==> src/rtl/stream_light_ctrl_if.sv <==
`default_nettype none
// +--------------------------------------------------------------------+
// | stream_light_ctrl_if                                               |
// | Button inputs and registered control outputs of stream_light_ctrl. |
// | Rev 1.0                                                            |
// +--------------------------------------------------------------------+
interface stream_light_ctrl_if;
    logic       BtnRun;
    logic       BtnStop;
    logic       BtnDir;
    logic       BtnRestart;
    logic       Run;
    logic       Stop;
    logic       Reverse;
    logic       Restart;
    logic [1:0] State;

    modport master (
        output BtnRun, BtnStop, BtnDir, BtnRestart,
        input  Run, Stop, Reverse, Restart, State
    );

    modport slave (
        input  BtnRun, BtnStop, BtnDir, BtnRestart,
        output Run, Stop, Reverse, Restart, State
    );
endinterface
`default_nettype wire

==> src/rtl/stream_light_ctrl.sv <==
`default_nettype none
// +--------------------------------------------------------------------+
// | stream_light_ctrl                                                  |
// | Debounced four-button control FSM for an LED stream shifter.       |
// | Rev 1.0                                                            |
// +--------------------------------------------------------------------+
module stream_light_ctrl #(
    parameter int DEBOUNCE_CYCLES = 1000000,
    parameter int CNT_W           = 20
) (
    input  logic                 CLK_in,
    input  logic                 Reset,
    stream_light_ctrl_if.slave   bus
);

    localparam int              c_BTN_RUN     = 0;
    localparam int              c_BTN_STOP    = 1;
    localparam int              c_BTN_DIR     = 2;
    localparam int              c_BTN_RESTART = 3;
    localparam logic [CNT_W-1:0] c_CNT_MAX    = CNT_W'(DEBOUNCE_CYCLES - 1);

    typedef enum logic [1:0] {
        ST_IDLE    = 2'b00,
        ST_RUNNING = 2'b01,
        ST_PAUSED  = 2'b10,
        ST_UNUSED  = 2'b11
    } state_t;

    logic [3:0] w_btn_raw;
    logic [3:0] w_deb;
    logic [3:0] sync1_q;
    logic [3:0] sync2_q;
    logic [3:0] deb_dly_q;
    logic [3:0] press_q;

    assign w_btn_raw = {bus.BtnRestart, bus.BtnDir, bus.BtnStop, bus.BtnRun};

    // Press pulses are registered once more so every path has a fixed D+4 latency.
    always_ff @(posedge CLK_in or posedge Reset) begin
        if (Reset) begin
            sync1_q   <= '0;
            sync2_q   <= '0;
            deb_dly_q <= '0;
            press_q   <= '0;
        end else begin
            sync1_q   <= w_btn_raw;
            sync2_q   <= sync1_q;
            deb_dly_q <= w_deb;
            press_q   <= w_deb & ~deb_dly_q;
        end
    end

    for (genvar gi = 0; gi < 4; gi++) begin : g_debounce
        logic [CNT_W-1:0] cnt_q;
        logic             deb_q;

        always_ff @(posedge CLK_in or posedge Reset) begin
            if (Reset) begin
                cnt_q <= '0;
                deb_q <= 1'b0;
            end else if (sync2_q[gi] == deb_q) begin
                cnt_q <= '0;
            end else if (cnt_q == c_CNT_MAX) begin
                cnt_q <= '0;
                deb_q <= ~deb_q;
            end else begin
                cnt_q <= cnt_q + CNT_W'(1);
            end
        end

        assign w_deb[gi] = deb_q;
    end

    state_t state_q;
    state_t state_d;
    logic   run_q;
    logic   stop_q;
    logic   reverse_q;
    logic   reverse_d;
    logic   restart_q;
    logic   restart_req;
    logic   restart_d;

    // Priority Run > Restart > Stop; Dir is handled independently of the rest.
    always_comb begin
        state_d     = state_q;
        restart_req = 1'b0;
        reverse_d   = reverse_q ^ press_q[c_BTN_DIR];
        case (state_q)
            ST_IDLE: begin
                if (press_q[c_BTN_RUN]) begin
                    state_d     = ST_RUNNING;
                    restart_req = 1'b1;
                end
            end
            ST_RUNNING, ST_PAUSED: begin
                if (press_q[c_BTN_RUN]) begin
                    state_d = ST_IDLE;
                end else if (press_q[c_BTN_RESTART]) begin
                    state_d     = ST_RUNNING;
                    restart_req = 1'b1;
                end else if (press_q[c_BTN_STOP]) begin
                    state_d = (state_q == ST_RUNNING) ? ST_PAUSED : ST_RUNNING;
                end
            end
            default: begin
                state_d   = ST_IDLE;
                reverse_d = 1'b0;
            end
        endcase
        restart_d = restart_req & ~restart_q;
    end

    always_ff @(posedge CLK_in or posedge Reset) begin
        if (Reset) begin
            state_q   <= ST_IDLE;
            run_q     <= 1'b0;
            stop_q    <= 1'b0;
            reverse_q <= 1'b0;
            restart_q <= 1'b0;
        end else begin
            state_q   <= state_d;
            run_q     <= (state_d == ST_RUNNING) || (state_d == ST_PAUSED);
            stop_q    <= (state_d == ST_PAUSED);
            reverse_q <= reverse_d;
            restart_q <= restart_d;
        end
    end

    assign bus.State   = state_q;
    assign bus.Run     = run_q;
    assign bus.Stop    = stop_q;
    assign bus.Reverse = reverse_q;
    assign bus.Restart = restart_q;

endmodule
`default_nettype wire

==> src/flat_wrapper.sv <==
// flat-port wrapper written by rule: the top's interface ports become plain ports
module stream_light_ctrl_flat 
#(
    parameter int DEBOUNCE_CYCLES = 1000000,
    parameter int CNT_W           = 20
)
  (CLK_in, Reset, bus_BtnRun, bus_BtnStop, bus_BtnDir, bus_BtnRestart, bus_Run, bus_Stop, bus_Reverse, bus_Restart, bus_State);
  stream_light_ctrl_if bus_i ();
  input  logic CLK_in;
  input  logic Reset;
  input wire logic [$bits(bus_i.BtnRun)-1:0] bus_BtnRun;
  input wire logic [$bits(bus_i.BtnStop)-1:0] bus_BtnStop;
  input wire logic [$bits(bus_i.BtnDir)-1:0] bus_BtnDir;
  input wire logic [$bits(bus_i.BtnRestart)-1:0] bus_BtnRestart;
  output wire logic [$bits(bus_i.Run)-1:0] bus_Run;
  output wire logic [$bits(bus_i.Stop)-1:0] bus_Stop;
  output wire logic [$bits(bus_i.Reverse)-1:0] bus_Reverse;
  output wire logic [$bits(bus_i.Restart)-1:0] bus_Restart;
  output wire logic [$bits(bus_i.State)-1:0] bus_State;
  assign bus_i.BtnRun = bus_BtnRun;
  assign bus_i.BtnStop = bus_BtnStop;
  assign bus_i.BtnDir = bus_BtnDir;
  assign bus_i.BtnRestart = bus_BtnRestart;
  assign bus_Run = bus_i.Run;
  assign bus_Stop = bus_i.Stop;
  assign bus_Reverse = bus_i.Reverse;
  assign bus_Restart = bus_i.Restart;
  assign bus_State = bus_i.State;
  stream_light_ctrl #(.DEBOUNCE_CYCLES(DEBOUNCE_CYCLES), .CNT_W(CNT_W)) u_core (.CLK_in(CLK_in), .Reset(Reset), .bus(bus_i));
endmodule
==> config.mk <==
export PLATFORM = sky130hd
export DESIGN_NAME = stream_light_ctrl_flat
export DESIGN_NICKNAME = d
export VERILOG_FILES = /design/src/rtl/stream_light_ctrl_if.sv /design/src/rtl/stream_light_ctrl.sv /design/src/flat_wrapper.sv
export SDC_FILE = /design/constraint.sdc
export NUM_CORES = 1
export LEC_CHECK = 0
export BUFFER_PORTS_ARGS = -buffer_cell sky130_fd_sc_hd__buf_2
export CAP_MARGIN = 20
export CORE_ASPECT_RATIO = 1.1
export CORE_MARGIN = 4
export CORE_UTILIZATION = 50
export DETAILED_ROUTE_END_ITERATION = 12
export PLACE_DENSITY = 0.66
export SYNTH_ARGS = -nofsm -noshare
export SYNTH_HDL_FRONTEND = slang
export SYNTH_SLANG_ARGS = --single-unit
==> constraint.sdc <==
create_clock -name CLK_in -period 5.1 [get_ports CLK_in]
set_input_delay 1.02 -clock CLK_in [delete_from_list [all_inputs] [get_ports CLK_in]]
set_output_delay 1.02 -clock CLK_in [all_outputs]
set_load 0.01 [all_outputs]
; Yosys cells after proc, flatten, opt, wreduce, memory -nomap -nowiden
; Cells that the tools add are included.
[word_totals]
word_cells = 73
register_bits = 106
inputBits = 6
mem_count = 0
latchBits = 0
romBits = 0
ram_bits = 0
output_inout_bits = 6
[op_classes]
n_eq_ne = 12
shift = 0
n_reduce_logical = 8
multipliers = 0
magnitude_cmp = 0
bitwise = 13
addsub = 4
div_mod_pow = 0
muxes = 19
[op_table]
columns = cell, n
row1 = 20-bit 2-to-1 mux, 8
row2 = "20-bit by 1-bit adder with 20-bit output, second input constant", 4
row3 = "20-bit equality test, second input constant", 4
row4 = 2-bit 2-to-1 mux, 5
row5 = 1-bit NOT, 9
row6 = 2-bit AND reduction, 4
row7 = 4-bit bitwise AND, 1
row8 = 1-bit equality test, 4
row9 = "2-bit by 1-bit equality test with 1-bit output, second input constant", 2
row10 = "2-bit equality test, second input constant", 2
row11 = 1-bit 2-to-1 mux, 4
row12 = 4-bit NOT, 1
row13 = 2-bit case mux with 2 select lines, 1
row14 = 3-bit OR reduction, 1
row15 = 2-bit zero test, 1
row16 = 1-bit case mux with 2 select lines, 1
row17 = 2-bit OR reduction, 1
row18 = 1-bit bitwise AND, 1
row19 = 1-bit logical OR, 1
row20 = 1-bit XOR, 1

; Longest topological paths before layout
[logic_depth]
ltp_word = 8
ltp_mapped = 7
ltp_nobuf = 7

; Worst setup path after synthesis
; Ideal clock, no wire load.
[synth_timing]
kind = register -> register
start = reg u_core.g_debounce[0].cnt_q[0]
end = reg u_core.g_debounce[0].cnt_q[18]
t_arrival_ps = 1893
setup_time_ps = 78
stages_incl_launch_ff = 7
path_buffers = 1
path_slack_ps = 3129
required_ps = 5022
period_less_slack_ps = 1971
cell_sequence = dfrtp_1 -> ha_1 -> nand2_1 -> or4_1 -> buf_2 -> or4_1 -> a21oi_1
[synth_between]
elab_chain_len = 3
elab_cells_between_ends = 4
cone_classes = 1 x add/sub / 1 x eq/ne / 2 x mux
[synth_lines]
columns = element, line_no
row1 = "start, declared", stream_light_ctrl.sv:54  ; logic [CNT_W-1:0] cnt_q;
row2 = "start signal, assigned", stream_light_ctrl.sv:67  ; cnt_q <= cnt_q + CNT_W'(1);
row3 = 20-bit by 1-bit adder with 20-bit output / 20-bit equality test (equally long branches), "stream_light_ctrl.sv:67, stream_light_ctrl.sv:63"
row4 = 20-bit 2-to-1 mux *, stream_light_ctrl.sv:63  ; end else if (cnt_q == c_CNT_MAX) begin
row5 = 20-bit 2-to-1 mux *, stream_light_ctrl.sv:61  ; end else if (sync2_q[gi] == deb_q) begin
; Every way passes the cells marked *; elsewhere a longest branch is shown, timed or not.
; A chain may end at the register's enable or synchronous reset.

; Worst setup path after layout
[layout_timing]
start = reg u_core.g_debounce[2].cnt_q[16]
end = reg u_core.g_debounce[2].cnt_q[8]
[layout_between]
elab_chain_len = 3
[layout_lines]
columns = element, line_no
row1 = "start, declared", stream_light_ctrl.sv:54
row2 = "start signal, assigned", stream_light_ctrl.sv:67
row3 = 20-bit equality test, stream_light_ctrl.sv:63
row4 = 20-bit 2-to-1 mux, stream_light_ctrl.sv:63
row5 = 20-bit 2-to-1 mux, stream_light_ctrl.sv:61
; Every way passes these cells.

==> run_results.csv <==
group,metric,value,unit
setup_path,r2r_end,"u_core.g_debounce[2].cnt_q[8]$_DFF_PP0_",
clock_tree,cts_tree,"yes",
flow_run,max_cap_violations,0,
power_and_ir_drop,max-vdd-ir-drop,230,uV
worst_hold_path,worstHoldPathCells,0,
synth,syn_area_per_cell,10.0,sq um
synth,ys_seq_elements,106,
timing,grt_setup_unrepaired,"false",
detailed_routing,drtAntennaViolNets,0,
worst_hold_path,hold_end,"u_core.sync2_q[3]$_DFF_PP0_",
synth,yosysSeqAreaShare,53.9,%
timing,post-route-period-util,44.5,%
timing,hold_viol,0,
global_routing,grt_pass1_wl,14900,microns
clock_tree,cts_buffers,9,
power_and_ir_drop,p_clk_share,38.9,%
power_and_ir_drop,comb_power_share,3.1,%
worst_hold_path,hold_start,"u_core.sync1_q[3]$_DFF_PP0_",
setup_path,critPathKind,"reg -> reg",
timing,setup_tns,0,ns
global_routing,antenna_found_initial,0,
synth,synth.distinct_cells,36,
synth,synthTopCellsByArea,"dfrtp_1 (54%), xnor2_1 (6.2%), nor2_1 (5.3%), xor2_1 (3.6%), nand3_1 (3.2%)",
clock_tree,holdBufCountCts,0,
timing,slew_violations,0,
clock_tree,cts_root_buf,"clkbuf_8",
place,gp_congestion,0.843,
setup_path,start_kind,"flip-flop",
die,initial_core_util,51.9,%
cells_and_area,area_growth,8.46,%
detailed_routing,wire_per_inst,13.3,microns
die,core.rowCount,37,
cells_and_area,finalInstanceArea,5340,sq um
clock_tree,post_cts_buffers,0,
die,io_pins,12,
timing,holdWs,0.357,ns
setup_path,path_max_fanout,12,
die,die_area,11500,sq um
power_and_ir_drop,switching_share,22.0,%
timing,setup_ws,2.83,ns
timing,worst_pin_slew,0.755,ns
global_routing,overflow,0,
die,die_y,112,microns
die,die_w,103,microns
place,post_dp_cell_area,5110,sq um
cells_and_area,n_antenna_cell,0,
global_routing,grt_pass1_vias,3373,
power_and_ir_drop,p_int,1160,uW
power_and_ir_drop,seq_power_share,58.0,%
detailed_routing,vias,3422,
detailed_routing,drc,0,
synth,synthCells,490,
timing,finalClockSkew,0.00888,ns
clock_tree,cts_num_sinks,106,
global_routing,grt_max_degree,65,
clock_tree,htree_levels,3,
setup_path,cp_data_arrival_time,2.51,ns
setup_path,cp-end-kind,"flip-flop",
setup_path,worst-r2r-cell-count,5,
detailed_routing,routed_via_density,5.48,
synth,synth.cell_area,4920,sq um
place,port_buffers,11,
die,core,9490,sq um
setup_path,r2r_start,"u_core.g_debounce[2].cnt_q[16]$_DFF_PP0_",
detailed_routing,firstDrtPassIters,5,
detailed_routing,drt-total-wl,8340,microns
run_status,outcome,"finished clean",
synth,syn_nets,505,
synth,yosys.area.top_type_share,53.9,%
global_routing,track_usage,15.7,%
power_and_ir_drop,power_per_cell_area,278,nW/um^2
synth,yosysWarnings,0,
power_and_ir_drop,power.switching,326,uW
setup_path,critPathRequiredTime,5.35,ns
setup_path,reg2reg_setup_slack,2.83,ns
timing,relSlewSlack,49.7,%
worst_hold_path,hp-class,"reg -> reg",
timing,finalCriticalPeriod,2.27,ns
cells_and_area,nets,518,
clock_tree,ctsResizeCount,0,
detailed_routing,drt_iter0_drc,139,
cells_and_area,post_route_cells_drive_above_1_share,9.06,%
timing,fmax,441,MHz
power_and_ir_drop,p_leak,0.00221,uW
clock_tree,clk_pin_slew,0.10,ns
timing,setup_viol,0,
place,dp_worst_setup_slack,2.79,ns
clock_tree,cts_buffer_depth,2,
place,dp_hpwl,5760,microns
synth,yosysTopAreaCell,"dfrtp_1",
clock_tree,clock_latency,0.36,ns
-- cell usage after synthesis --
library cell  count
o21ai_0          21
or3_1            13
or4b_2            2
a21o_1            1
mux2_2            4
or3_2             3
and2_1            3
buf_2             4
nor4bb_1          1
nor3_1           14
nor4b_1           2
xor2_1           20
and3_1            7
a211oi_1          1
inv_1            21
nor3b_1           1
nand4bb_1         1
xnor2_1          35
clkbuf_1          9
nor2_1           69
nor4_1           14
o31ai_4           1
nand3_2           1
ha_1              9
nor2b_1           6
and3_2            1
nand3_1          31
and4_1            2
or2_2             1
a21oi_1          25
o31ai_1           6
nand4b_1          2
nand4_1          21
or4_1             9
nand2_1          23
dfrtp_1         106
-- worst max-delay path by stage --
stage / from / to / slack, ns
6_report: u_core.g_debounce[2].cnt_q[16]$_DFF_PP0_ / u_core.g_debounce[2].cnt_q[8]$_DFF_PP0_ / 2.83
5_1_grt: u_core.g_debounce[2].cnt_q[16]$_DFF_PP0_ / u_core.g_debounce[2].cnt_q[8]$_DFF_PP0_ / 2.68
4_1_cts: u_core.g_debounce[2].cnt_q[16]$_DFF_PP0_ / u_core.g_debounce[2].cnt_q[8]$_DFF_PP0_ / 2.83
3_5_place_dp: Reset / u_core.g_debounce[1].cnt_q[2]$_DFF_PP0_ / 2.79
3_3_place_gp: Reset / u_core.g_debounce[1].cnt_q[7]$_DFF_PP0_ / 2.82
2_1_floorplan: Reset / u_core.bus.Restart$_DFF_PP0_ / 1.29
-- area by class of cell --
class | count | area (sq um)
clock buffers | 11 | 141
clock inverters | 5 | 85.1
fillers | 819 | 4150
inverters | 21 | 81.3
multi-input cells | 350 | 2150
flip-flops and latches | 106 | 2650
well taps | 117 | 146
repair buffers | 15 | 85.1
-- flip-flops by register name, summed over array words and instances (netlist names) --
signal,cells
u_core.bus.Stop,1
u_core.sync1_q,4
u_core.g_debounce.cnt_q,80
u_core.press_q,4
u_core.bus.State,2
u_core.deb_dly_q,4
u_core.bus.Run,1
u_core.g_debounce.deb_q,4
u_core.bus.Reverse,1
u_core.sync2_q,4
u_core.bus.Restart,1
-- critical path, cell delays in order, from the launching register on --
cell	delay, ns
dfrtp_1	0.42
nand3_1	0.12
or4b_2	0.68
o31ai_2	0.56
buf_4	0.30
nor2_1	0.07
-- power by group through the flow --
| stage | clock (uW) | combinational, uW | sequential (uW) |
|---|---|---|---|
| 6_report | 577 | 46.4 | 861 |
| 3_3_place_gp | 0 | 48.0 | 877 |
| 4_1_cts | 595 | 49.2 | 861 |
| 2_1_floorplan | 0 | 35.4 | 875 |
| 5_1_grt | 633 | 56.3 | 863 |
| 3_5_place_dp | 0 | 48.9 | 877 |
-- per-layer routing --
layer	vias to the layer above	wire, microns	GRT usage [%]
li1	1741	-	-
met1	1632	4130	21.7
met2	39	3900	24.9
met3	10	182	2.61
met4	0	125	5.95
met5	-	0	0
-- logic make-up (layout without fill, tap and decap cells) --
| kind of cell | Yosys count | after routing | synth area share (%) |
|---|---|---|---|
| AO/OA/AOI/OAI | 55 | 55 | 6.33 |
| XOR/XNOR | 55 | 55 | 9.79 |
| adder cells (fa/ha/maj) | 9 | 9 | 2.29 |
| buffers and inverters | 34 | 52 | 2.69 |
| flip-flops | 106 | 106 | 53.9 |
| multiplexers | 4 | 4 | 0.915 |
| AND/OR/NAND/NOR | 227 | 227 | 24.1 |
-- cell usage in the layout, fill, tap and decap left out, types with 2 or more instances in the layout --
master / n
a21oi_1: 25
and2_1: 3
and3_1: 7
and4_1: 2
buf_2: 11
buf_4: 4
bufinv_16: 2
clkbuf_8: 10
dfrtp_1: 106
ha_1: 9
inv_1: 20
mux2_2: 4
nand2_1: 23
nand3_1: 31
nand4_1: 21
nand4b_1: 2
nor2_1: 69
nor2b_1: 6
nor3_1: 14
nor4_1: 14
nor4b_1: 2
o21ai_0: 20
o31ai_1: 4
o31ai_2: 2
or3_1: 13
or3_2: 3
or4_1: 9
or4b_2: 2
xnor2_1: 35
xor2_1: 20
-- stage by stage --
step           std cells  utilization, %  power (uW)
2_1_floorplan        490               -         911
3_3_place_gp         609            53.9         925
3_5_place_dp         609            53.9         926
4_1_cts              625            56.3        1500
5_1_grt              625            56.3        1550
6_report             625            56.3        1480
Power figures use the tool's default switching activity.
